==> src/rtl/timer_ctrl.sv <==
// Timer sequencer: drives enable/clear of an external W-bit counter with a prescaler,
// a compare match, one-shot or periodic operation, a match tick and a sticky expired flag.
module timer_ctrl #(
    parameter int unsigned W  = 8,
    parameter int unsigned PW = 8
) (
    input  logic          clk,
    input  logic          rst_n,
    input  logic          start,
    input  logic          stop,
    input  logic          mode,
    input  logic [PW-1:0] prescale,
    input  logic [W-1:0]  compare,
    input  logic          irq_clr,
    input  logic [W-1:0]  cnt_q,
    output logic          cnt_en,
    output logic          cnt_clr,
    output logic          busy,
    output logic          tick,
    output logic          expired
);

    typedef enum logic [1:0] {
        IDLE = 2'd0,
        ARM  = 2'd1,
        RUN  = 2'd2,
        DONE = 2'd3
    } state_t;

    state_t        state_q, state_d;
    logic [PW-1:0] pre_cnt_q;
    logic [PW-1:0] pre_q;
    logic [W-1:0]  cmp_q;
    logic          mode_q;
    logic          tick_q;
    logic          expired_q;
    logic          step;
    logic          match;
    logic [W-1:0]  cnt_inc;

    // Step and match decode; cmp_q == 0 matches on the wrap to zero.
    always_comb begin
        cnt_inc = cnt_q + W'(1);
        step    = (state_q == RUN) && (pre_cnt_q == pre_q);
        match   = step && (cnt_inc == cmp_q);
    end

    // State register.
    always_ff @(posedge clk or negedge rst_n) begin
        if (!rst_n) begin
            state_q <= IDLE;
        end else begin
            state_q <= state_d;
        end
    end

    // Next state and counter controls; stop has priority over start.
    always_comb begin
        state_d = state_q;
        cnt_en  = 1'b0;
        cnt_clr = 1'b0;
        busy    = 1'b0;

        if (stop) begin
            state_d = IDLE;
        end else if (start) begin
            state_d = ARM;
        end else begin
            case (state_q)
                ARM:     state_d = RUN;
                RUN:     if (match && !mode_q) state_d = DONE;
                default: state_d = state_q;
            endcase
        end

        busy    = (state_q == ARM) || (state_q == RUN);
        cnt_en  = step;
        cnt_clr = (state_q == ARM) || (match && mode_q);
    end

    // Shadow config, prescaler phase and match flags.
    always_ff @(posedge clk or negedge rst_n) begin
        if (!rst_n) begin
            pre_q     <= '0;
            cmp_q     <= '0;
            mode_q    <= 1'b0;
            pre_cnt_q <= '0;
            tick_q    <= 1'b0;
            expired_q <= 1'b0;
        end else begin
            if (start && !stop) begin
                pre_q  <= prescale;
                cmp_q  <= compare;
                mode_q <= mode;
            end

            if (state_q == RUN) begin
                pre_cnt_q <= (pre_cnt_q == pre_q) ? '0 : pre_cnt_q + PW'(1);
            end else begin
                pre_cnt_q <= '0;
            end

            tick_q <= match;

            if (match) begin
                expired_q <= 1'b1;
            end else if (irq_clr) begin
                expired_q <= 1'b0;
            end
        end
    end

    assign tick    = tick_q;
    assign expired = expired_q;

endmodule

==> config.mk <==
export PLATFORM = sky130hd
export DESIGN_NAME = timer_ctrl
export DESIGN_NICKNAME = d
export VERILOG_FILES = /design/src/rtl/timer_ctrl.sv
export SDC_FILE = /design/constraint.sdc
export NUM_CORES = 1
export LEC_CHECK = 0
export ABC_AREA = 0
export CAP_MARGIN = 5
export CORE_MARGIN = 4
export CORE_UTILIZATION = 45
export CTS_CLUSTER_DIAMETER = 40
export DETAILED_ROUTE_END_ITERATION = 10
export PLACE_DENSITY = 0.75
export SETUP_SLACK_MARGIN = 0.15
export SYNTH_ARGS = -nofsm -noshare
export SYNTH_HDL_FRONTEND = slang
export SYNTH_SLANG_ARGS = --single-unit
==> constraint.sdc <==
create_clock -name clk -period 1.8 [get_ports clk]
set_input_delay 0.27 -clock clk [delete_from_list [all_inputs] [get_ports clk]]
set_output_delay 0.27 -clock clk [all_outputs]
set_load 0.02 [all_outputs]
[After elaboration in Yosys (flattened, before gate mapping)]
Index checks and enable logic that the tools add are counted.
Storage, ports and cells
  flip-flop bits (word level): 29
  bits in writable memories: 0
  memories kept: 0
  bits of input ports: 30
  latch bits: 0
  word-level logic and storage cells: 34
  memory bits (read-only): 0
Operators by class
  add/subtract/negate cells: 2
  bitwise logic cells: 0
  divide/modulo/power cells: 0
  magnitude comparators: 0
  shift-type cells: 0
  multiply operators: 0
  reduce and logical (&&, ||, !) cells: 12
  eq/ne operators: 5
  mux-type cells: 8
Operator list (number)
  $add A8 B1 Y8 const B: 2
  $eq A8 B8 Y1: 2
  $mux W8: 2
  $mux W2: 3
  $logic_and A1 B1 Y1: 5
  $ne A4 B4 Y1 const B: 1
  $pmux W2 S2: 1
  $reduce_bool A4 Y1: 1
  $eq A2 B1 Y1 const B: 1
  $eq A2 B2 Y1 const B: 1
  $logic_not A1 Y1: 2
  $logic_or A1 B1 Y1: 2
  $mux W1: 2
  $reduce_and A2 Y1: 1
  $reduce_bool A2 Y1: 1

[Logic depth before layout (Yosys ltp)]
Gate-level depths: netlist of the first run.
  depth after elaboration: 8
  depth in mapped cells: 7
  depth with buffers taken out: 7

[Least setup slack after synthesis of the first run]
OpenSTA, ideal clock, no wires.
  kind: reg-to-output
  from: register pre_cnt_q[4]
  to: output cnt_clr
  path buffers: 0
  path slack: -0.110 ns
  cell stages (with the launch flop): 7
  arrival: 1.640 ns
  cell sequence: dfrtp_1 -> xor2_1 -> nor4_4 -> nand4_1 -> nor4_2 -> o21ai_2 -> o21bai_2
Between the ends
  cells in the longest elaborated chain, start to end: 5
RTL lines
  from (decl): line 31  | logic [PW-1:0] pre_cnt_q;
  from (signal assigned): line 98  | pre_cnt_q <= (pre_cnt_q == pre_q) ? '0 : pre_cnt_q + PW'(1);
  $eq A8 B8 Y1: line 44  | step = (state_q == RUN) && (pre_cnt_q == pre_q);
  $logic_and A1 B1 Y1: line 44
  $logic_and A1 B1 Y1: line 45  | match = step && (cnt_inc == cmp_q);
  $logic_and A1 B1 Y1: line 78  | cnt_clr = (state_q == ARM) || (match && mode_q);
  $logic_or A1 B1 Y1: line 78
  to (decl): line 17  | output logic cnt_clr,
Every way passes these cells.

[Worst setup path in the final report of the first run]
  from: input cnt_q[3]
  to: output cnt_clr
Between the ends
  cells in the longest elaborated chain, start to end: 5
RTL lines
  from (decl): line 15  | input logic [W-1:0] cnt_q,
  $add A8 B1 Y8: line 43  | cnt_inc = cnt_q + W'(1);
  $eq A8 B8 Y1: line 45
  $logic_and A1 B1 Y1: line 45
  $logic_and A1 B1 Y1: line 78
  $logic_or A1 B1 Y1: line 78
Every way passes these cells.

==> results of run 1 <==
==> timing repair <==
action                                  4_1_cts  5_1_grt
pin swaps                                     4        1
hold buffers                                  0        0
gates resized for setup                      24        2
endpoints found under the setup margin        7       14
setup buffers                                 3        0
==> per-stage QoR <==
step	utilization, %	hold WS (ns)
floorplan	-	-0.0256
global placement	64.1	0.500
detailed placement	64.1	0.515
CTS	67.3	0.305
global route	67.2	0.312
finish	67.2	0.311
==> per-layer routing <==
metal  up-vias  GRT usage, %
met5         -             0
met4         0          7.59
met3         7          6.75
met2        24          32.2
met1       618          19.6
li1        623             -
==> state kept, by name, summed over array words and instances (netlist names) <==
register   count
pre_cnt_q      8
pre_q          8
cmp_q          8
mode_q         1
expired        1
state_q        2
tick           1
==> where the power goes <==
part           total [W]  switching (W)  internal (W)  leakage (nW)
clock network   0.000366       0.000211      0.000155        0.0265
registers       0.000756      0.0000450      0.000711         0.366
logic           0.000387       0.000168      0.000219         0.599
==> worst max-delay path, cell delays in order <==
cell             delay, ns
clkdlybuf4s50_1       0.57
nand2_1               0.10
o31ai_2               0.31
o31ai_2               0.13
nor4_2                0.29
o21ai_2               0.13
o21bai_4              0.15
buf_6                 0.13
==> final timing paths <==
kind | startpoint | to | slack (ns) | cells after the start
min in group clk | irq_clr | expired | 0.49 | 2
min | rst_n | pre_cnt_q[4] | 0.31 | 2
min reg2reg | expired | expired | 0.53 | 2
max reg2reg | pre_q[7] | state_q[1] | -0.08 | 8
max in group asynchronous | rst_n | expired | 1.22 | 2
max | cnt_q[3] | cnt_clr | -0.55 | 8
==> area by class of cell <==
class                           instances  area, um^2  share of cell area [%]
Inverter                               10        37.5                    1.67
Sequential cell                        29         726                    32.3
Timing Repair Buffer                   59         532                    23.7
Multi-Input combinational cell        103         842                    37.5
Clock buffer                            8        48.8                    2.18
Tap cell                               46        57.6                    2.57
==> cell families after synthesis <==
| logic type | after synthesis | share of synthesized area [%] |
|---|---|---|
| and+or+nand+nor | 44 | 15.4 |
| DFF | 29 | 46.4 |
| buffers and inverters | 12 | 2.96 |
| xor gates and xnor gates | 24 | 13.4 |
| adders and majority gates | 4 | 3.20 |
| AOI/OAI and AO/OA | 15 | 7.20 |
| muxes | 16 | 11.4 |
==> synthesized netlist by cell type (all sizes together) <==
library cell  number
a21oi              1
a31oi              1
and3               3
buf                2
dfrtp             29
ha                 4
inv               10
mux2              15
mux2i              1
nand2              6
nand3              9
nand4              2
nor2              13
nor2b              3
nor3               2
nor3b              1
nor4               3
o2111ai            1
o21a               1
o21ai              5
o21ba              1
o21bai             1
o22ai              1
o31ai              2
o32ai              1
or3                1
or4                1
xnor2              9
xor2              15
==> impl_metrics.py, run 1 <==
metrics = {
    "power_and_ir_drop": {
        "ir_worst_vdd_mv": 0.355,
        "power.leakage_nw": 0.992,
        "power.total_w": 0.00151,
        "p_per_area_nw_per_um2": 673,
    },
    "yosys": {
        "yosysWarnings": 0,
        "synth_area_leaders": "dfrtp_1 (46%), mux2_2 (11%), xor2_1 (8.4%)",
        "synth_seq_cells": 29,
        "synth_top_area_share_pct": 46.4,
        "syn_area_per_cell_um2": 10.9,
        "syn_inst": 144,
        "synth_top_area_cell": "dfrtp_1",
        "syn-cell-area_um2": 1560,
        "synthDistinctLibCells": 36,
        "synth-seq-area-share_pct": 46.4,
        "syn_nets": 178,
    },
    "route": {
        "met3_length_um": 196,
        "first_pass_iters": 4,
        "dr_wl_met2_mm": 1.84,
        "wirelength_mm": 3.54,
        "m1WireLength_mm": 1.44,
        "top_layer_used": "met4",
        "dr.first_iter.drc_count": 43,
        "viasPerCell": 4.99,
        "drtAntennaViolNets": 0,
        "vias": 1272,
        "avgRoutedWirePerCell_um": 13.9,
        "drc": 0,
    },
    "timing": {
        "setup_tns_ns": -1.23,
        "maxSlewHeadroom_pct": 73.5,
        "final_hold_viol_count": 0,
        "period_needed_ns": 2.35,
        "setup_viol": 6,
        "post-route-period-util_pct": 131,
        "worst_slack_ns": -0.555,
        "timing_worst_slew_pin_value_ns": 0.394,
        "max_freq_mhz": 425,
        "grt_setup_unrepaired": "yes",
        "skew_ns": 0.00417,
        "maxSlewViolCount": 0,
    },
    "critical_path": {
        "critPathMaxFanout": 5,
        "cp-start-kind": "input pin",
        "cp-end-kind": "output pin",
        "crit_required_ns": 1.53,
        "cp.arrival_ns": 2.08,
        "worstSetupPathType": "in2out",
    },
    "cts": {
        "clock_sinks": 29,
        "cts-buffers-inserted": 5,
        "cts_max_level": 2,
        "clock_latency_ns": 0.33,
        "max-clock-path-buffers": 2,
        "cts_tree": "yes",
        "clk_pin_slew_ns": 0.08,
        "root_buffer": "clkbuf_4",
    },
    "floorplanning": {
        "io_pins": 35,
        "start_util_pct": 46.9,
        "die_area_um2": 4480,
        "die_y_um": 67.0,
        "rows": 21,
        "die_w_um": 67.0,
        "core_um2": 3340,
    },
    "placed_design": {
        "dpl_cell_area_um2": 2140,
        "numPortBuffers": 34,
        "dp_hpwl_mm": 2.66,
        "dp_slack_ns": -1.11,
        "gp_congestion": 0.865,
        "dp.cells": 244,
    },
    "finish": {
        "num-fill-cells": 285,
        "fin_cells": 255,
        "areaGrowthSynthToFinish_pct": 43.4,
        "design_area_um2": 2240,
        "antenna_cells": 0,
        "final_net_count": 242,
        "layout_common_cells": "dfrtp_1 (29), clkdlybuf4s50_1 (29), buf_4 (25), xor2_1 (15), mux2_2 (15)",
        "drive_above_1_share_pct": 30.6,
    },
    "flow_run": {
        "maxCapViolations": 0,
    },
    "global_route": {
        "grt_pass1_vias": 1334,
        "grt-ovfl-total": 0,
        "antenna_found_initial": 0,
        "track_usage_pct": 18.3,
        "grt_max_degree": 30,
        "grt_pass1_wl_mm": 5.95,
    },
    "min_path": {
        "hp-class": "in2async",
    },
    "run_status": {
        "violations": "setup timing",
        "status": "finished with violations",
    },
}
(Power assumes the default switching activity.)
==> run 2: changes to the inputs <==
- HOLD_SLACK_MARGIN: not set -> 0.03
- PLACE_DENSITY: 0.75 -> 0.73
- SLEW_MARGIN: not set -> 25
- clock period: 1.8 -> 2.7 ns (I/O delays scaled with it)
==> run 2 against run 1 <==
The run now ends clean. Design area is 5.5% lower. First-iteration DRC count is 2.3% lower. Critical path depth is 1 higher. Clock power is 31% lower. Flip-flop and latch count stayed put. Non-clock buffer count is 10 lower. Cell count is 3.9% lower. Count of clock-buffer cells in the layout is 2 lower. Hold slack better by 0.14 ns. Sequential power is 33% lower. Largest power group unchanged. Highest routed layer unchanged.
==> impl_metrics.py, run 2 (synthesis results as in run 1) <==
metrics = {
    "global_route": {
        "grt_max_degree": 30,
        "grt-ovfl-total": 0,
        "grt_pass1_wl_mm": 5.88,
        "antenna_found_initial": 0,
        "track_usage_pct": 17.8,
        "grt_pass1_vias": 1356,
    },
    "route": {
        "viasPerCell": 5.09,
        "drtAntennaViolNets": 0,
        "drc": 0,
        "dr.first_iter.drc_count": 42,
        "first_pass_iters": 4,
        "vias": 1246,
        "avgRoutedWirePerCell_um": 14.0,
        "wirelength_mm": 3.42,
    },
    "placed_design": {
        "dpl_cell_area_um2": 2050,
        "gp_congestion": 0.850,
        "dp_hpwl_mm": 2.57,
        "numPortBuffers": 34,
    },
    "finish": {
        "final_net_count": 232,
        "num-fill-cells": 290,
        "drive_above_1_share_pct": 24.6,
        "multi_input_area_um2": 802,
        "design_area_um2": 2120,
        "reg_top3": "cmp_q (8), pre_cnt_q (8), pre_q (8)",
        "regArea_um2": 726,
        "antenna_cells": 0,
        "final_common_cell": "clkdlybuf4s50_1",
        "layout_common_cells": "clkdlybuf4s50_1 (32), dfrtp_1 (29), buf_4 (16), xor2_1 (15), mux2_2 (15)",
        "areaGrowthSynthToFinish_pct": 35.5,
    },
    "power_and_ir_drop": {
        "ir_worst_vdd_mv": 0.300,
        "power_switching_w": 0.000288,
        "p_per_area_nw_per_um2": 470,
        "power.share.combinational_pct": 24.1,
        "swShare_pct": 28.9,
        "p_clk_share_pct": 25.3,
        "power.leakage_nw": 0.934,
        "p_int_w": 0.000708,
        "p_seq_share_pct": 50.6,
    },
    "cts": {
        "cts_tree": "yes",
        "clock_sinks": 29,
        "cts_max_level": 2,
        "cts-buffers-inserted": 5,
        "root_buffer": "clkbuf_4",
        "cts_hold_buf": 0,
        "max-clock-path-buffers": 2,
        "clk_pin_slew_ns": 0.09,
        "clock_latency_ns": 0.32,
    },
    "timing": {
        "maxSlewViolCount": 0,
        "whs_ns": 0.447,
        "max_freq_mhz": 385,
        "post-route-period-util_pct": 96.2,
        "setup_viol": 0,
        "skew_ns": 0.00355,
        "timing_worst_slew_pin_value_ns": 0.360,
        "grt_setup_unrepaired": "yes",
        "final_hold_viol_count": 0,
        "period_needed_ns": 2.60,
        "maxSlewHeadroom_pct": 75.8,
    },
    "min_path": {
        "hp-class": "in2async",
    },
    "critical_path": {
        "worstSetupPathType": "in2out",
        "cp-start-kind": "input pin",
        "cp-end-kind": "output pin",
        "cp.arrival_ns": 2.19,
        "critPathMaxFanout": 4,
        "crit_required_ns": 2.30,
    },
    "floorplanning": {
        "start_util_pct": 46.9,
        "die_y_um": 67.0,
        "io_pins": 35,
        "core_um2": 3340,
        "rows": 21,
        "die_w_um": 67.0,
        "die_area_um2": 4480,
    },
    "run_status": {
        "status": "completed",
    },
    "flow_run": {
        "maxCapViolations": 0,
    },
}
-- run 2: changes by cell type in the layout (fill, tap and decap cells not counted), sizes merged --
cell | before | now
buf | 28 | 16
clkdlybuf4s50 | 29 | 32
clkinv | 0 | 2
dlygate4sd2 | 2 | 0
clkbuf | 8 | 7
-- run 2: path summary, 6_finish.rpt --
path	end	slack, ns	from	cells past startpoint
min in group clk	expired	0.52	expired	2
max in group asynchronous	mode_q	1.98	rst_n	2
min	pre_q[7]	0.45	rst_n	2
max reg2reg	state_q[1]	0.84	pre_cnt_q[4]	7
min reg2reg	expired	0.52	expired	2
max	cnt_clr	0.10	cnt_q[0]	9
-- run 2: power groups by stage --
stage	combinational, W	sequential, W	clock (W)
CTS	0.000240	0.000505	0.000264
global route	0.000262	0.000510	0.000284
detailed placement	0.000237	0.000513	0
global placement	0.000228	0.000510	0
finish	0.000240	0.000504	0.000252
floorplan	0.000138	0.000505	0
-- run 2: stage by stage --
| step | util (%) | setup WS, ns | instances | TNS (ns) | total power, W |
|---|---|---|---|---|---|
| 6_report | 63.5 | 0.103 | 245 | 0 | 0.000995 |
| 5_1_grt | 63.5 | -0.000232 | 245 | -0.000232 | 0.00106 |
| 4_1_cts | 63.3 | 0.109 | 244 | 0 | 0.00101 |
| 3_5_place_dp | 61.5 | -0.386 | 235 | -0.386 | 0.000750 |
| 3_3_place_gp | 61.5 | -0.337 | 235 | -0.337 | 0.000738 |
| 2_1_floorplan | - | 0.607 | 144 | 0 | 0.000643 |
-- run 2: final cells by class --
type	count	share of cell area [%]
sequential	29	34.2
inverter	10	1.77
timing repair buffer	49	21.0
tap	46	2.72
clock buffer	6	1.95
multi-input combinational	103	37.8
clock inverter	2	0.472
-- run 2: what timing repair did --
item / 4_1_cts / 5_1_grt
buffers inserted: 1 / 1
endpoints found under the setup margin: 2 / 2
endpoints found under the hold margin: 0 / 0
cloned: 0 / 0
gates resized for setup: 7 / 3
pin swaps: 2 / 1
-- run 2: layer usage --
metal	vias to the layer above	global-route usage, %	wire length (um)
met1	595	20.3	1400
met2	39	30.1	1700
met5	-	0	0
met3	9	5.90	246
met4	0	8.10	76
li1	603	-	-
-- run 2: worst max-delay path, stage by stage --
cell,delay (ns)
clkdlybuf4s50_1,0.43
ha_1,0.23
buf_4,0.16
nor3_2,0.21
o31ai_2,0.09
nor4_2,0.29
o21ai_2,0.11
o21bai_2,0.11
buf_4,0.15
==> run 3: changes to the inputs <==
- ABC_AREA: 0 -> 1
- PLACE_DENSITY: 0.73 -> 0.72
- TNS_END_PERCENT: not set -> 5
==> run 3 against run 2 <==
Setup slack improved by 0.22 ns. Sequential power decreased by 1%. Utilization is 2.0 points higher. Global-route usage down 2.2 points. Largest power group unchanged. Total power is 10% higher.
==> impl_metrics.py, run 3 <==
metrics = {
    "critical_path": {
        "cp.arrival_ns": 1.98,
        "path_cells": "clkdlybuf4s50_1, nand2_2, nor2_2, nand3_1, nand2_1, nand2_2, nor2_4, nand3_2, o21bai_1, buf_4",
        "crit_required_ns": 2.30,
        "critPathMaxFanout": 6,
        "crit_family": "buffers and inverters",
        "rrSetupSlack_ns": 1.15,
        "cp_slowest_cell": "clkdlybuf4s50_1",
        "cp_num_buf_inv": 2,
        "cp-end-kind": "output pin",
        "critPathMostFrequentCell": "nand2_2",
        "worstSetupPathType": "in2out",
        "cpPeakStageDelay_ns": 0.61,
        "cp-start-kind": "input pin",
    },
    "placed_design": {
        "dp_slack_ns": -0.214,
        "numPortBuffers": 34,
        "dp_hpwl_mm": 2.55,
        "gp_congestion": 0.780,
    },
    "finish": {
        "final_net_count": 299,
        "areaGrowthSynthToFinish_pct": 35.1,
        "layout_common_cells": "nand2_1 (54), clkdlybuf4s50_1 (30), nor2_1 (29), dfrtp_1 (29), inv_1 (28)",
        "reg_top3": "cmp_q (8), pre_cnt_q (8), pre_q (8)",
        "utilization_pct": 65.5,
        "drive_above_1_share_pct": 16.6,
        "final_common_cell": "nand2_1",
        "antenna_cells": 0,
    },
    "timing": {
        "timing_worst_slew_pin_value_ns": 0.646,
        "post-route-period-util_pct": 88.2,
        "skew_ns": 0.00489,
        "whs_ns": 0.507,
        "setup_viol": 0,
        "maxSlewHeadroom_pct": 56.9,
        "period_needed_ns": 2.38,
        "max_freq_mhz": 420,
        "worst_slack_ns": 0.319,
        "setup_tns_ns": 0,
        "maxSlewViolCount": 0,
        "final_hold_viol_count": 0,
        "grt_setup_unrepaired": "no",
    },
    "floorplanning": {
        "core_um2": 3470,
        "die_area_um2": 4780,
        "die_w_um": 69.2,
        "io_pins": 35,
        "rows": 21,
        "start_util_pct": 48.5,
        "die_y_um": 69.2,
    },
    "yosys": {
        "synth_seq_cells": 29,
        "synth_common_cells": "nand2_1 (57), dfrtp_1 (29), nor2_1 (29)",
        "synth.most_common_cell": "nand2_1",
        "ys.flop_type": "dfrtp_1",
        "syn_inst": 214,
        "synth_top_area_share_pct": 43.1,
        "synth-seq-area-share_pct": 43.1,
        "synth_area_leaders": "dfrtp_1 (43%), nand2_1 (13%), nor2_1 (6.5%)",
        "yosys.area_share.simple_pct": 29.7,
        "synth_edf_count": 0,
        "synthMuxAreaShare_pct": 5.35,
        "synth_top_area_cell": "dfrtp_1",
        "synthDistinctLibCells": 25,
        "synth_compound_area_share_pct": 4.61,
        "syn_area_per_cell_um2": 7.86,
        "synthXorXnorAreaFrac_pct": 7.29,
        "synth_top_family_by_area": "simple AND/OR/NAND/NOR gates",
        "syn-cell-area_um2": 1680,
        "syn_nets": 248,
        "yosysWarnings": 0,
        "synthArstFlopShare_pct": 100,
        "synthAdderAreaFrac_pct": 2.97,
    },
    "global_route": {
        "grt_pass1_wl_mm": 6.17,
        "grt-ovfl-total": 0,
        "grt_max_degree": 30,
        "grt_pass1_vias": 1480,
        "antenna_found_initial": 0,
        "track_usage_pct": 15.6,
    },
    "route": {
        "avgRoutedWirePerCell_um": 10.7,
        "dr.first_iter.drc_count": 55,
        "drtAntennaViolNets": 0,
        "drc": 0,
        "first_pass_iters": 4,
        "viasPerCell": 4.63,
        "wirelength_mm": 3.34,
        "vias": 1440,
    },
    "cts": {
        "cts_max_level": 2,
        "clock_sinks": 29,
        "cts_tree": "yes",
        "max-clock-path-buffers": 2,
        "clock_latency_ns": 0.27,
        "root_buffer": "clkbuf_8",
        "cts-buffers-inserted": 5,
        "cts_hold_buf": 0,
        "clk_pin_slew_ns": 0.05,
    },
    "power_and_ir_drop": {
        "p_per_area_nw_per_um2": 484,
        "ir_worst_vdd_mv": 0.274,
        "power.leakage_nw": 1.09,
    },
    "min_path": {
        "hp-class": "reg2reg",
    },
    "flow_run": {
        "maxCapViolations": 0,
    },
    "run_status": {
        "status": "completed",
    },
}
run 3: cell types whose count changed in the layout (fill, tap and decap cells not counted), moves of 7 or more:
cell,before,now
nand2_1,6,54
nor2_1,13,29
mux2_2,15,8
a21oi_1,1,10
xor2_1,15,5
inv_1,10,28
run 3: logic make-up after synthesis:
family	Yosys count
simple gates	114
buf+inv	31
flops	29
compound gates	14
xor+xnor	14
mux	8
fa+ha+maj	4
run 3: area by class of cell:
class | count | area, um^2
inverter | 29 | 109
tap | 46 | 57.6
clock buffer | 7 | 86.3
fill | 313 | 1190
sequential | 29 | 726
timing repair buffer | 46 | 435
multi-input combinational | 154 | 860
run 3: through the flow:
| step | instances | total power, W | area, um^2 |
|---|---|---|---|
| after floorplan | 214 | 0.000646 | 1680 |
| after global placement | 303 | 0.000749 | 2150 |
| after detailed placement | 303 | 0.000753 | 2150 |
| after CTS | 310 | 0.00111 | 2240 |
| after global routing | 311 | 0.00118 | 2270 |
| final | 311 | 0.00110 | 2270 |
run 3: repair_timing:
action | 4_1_cts | 5_1_grt
setup endpoints to repair | 1 | 1
gates cloned | 0 | 0
pin swaps | 0 | 5
gates resized for setup | 5 | 9
setup buffers | 0 | 1
run 3: power breakdown:
group	internal, W	leakage [nW]	switching, W
Clock	0.000201	0.0443	0.000146
Combinational	0.000131	0.686	0.000123
Sequential	0.000473	0.358	0.0000253
Total	0.000805	1.09	0.000294
run 3: worst paths after layout:
kind                              startpoint            to  cells past startpoint
max in group asynchronous              rst_n  pre_cnt_q[0]                      2
worst min-delay path            pre_cnt_q[0]  pre_cnt_q[0]                      1
min in group asynchronous              rst_n      cmp_q[1]                      2
worst max-delay path                cnt_q[5]       cnt_clr                     10
worst max register to register      cmp_q[3]    state_q[0]                     12
worst min register to register  pre_cnt_q[0]  pre_cnt_q[0]                      1
run 3: metal layers:
layer	vias to the layer above	GRT usage, %	wire length (um)
li1	765	-	-
met1	647	17.9	1500
met2	26	26.3	1650
met3	2	5.52	172
met4	0	6.51	19
met5	-	0	0
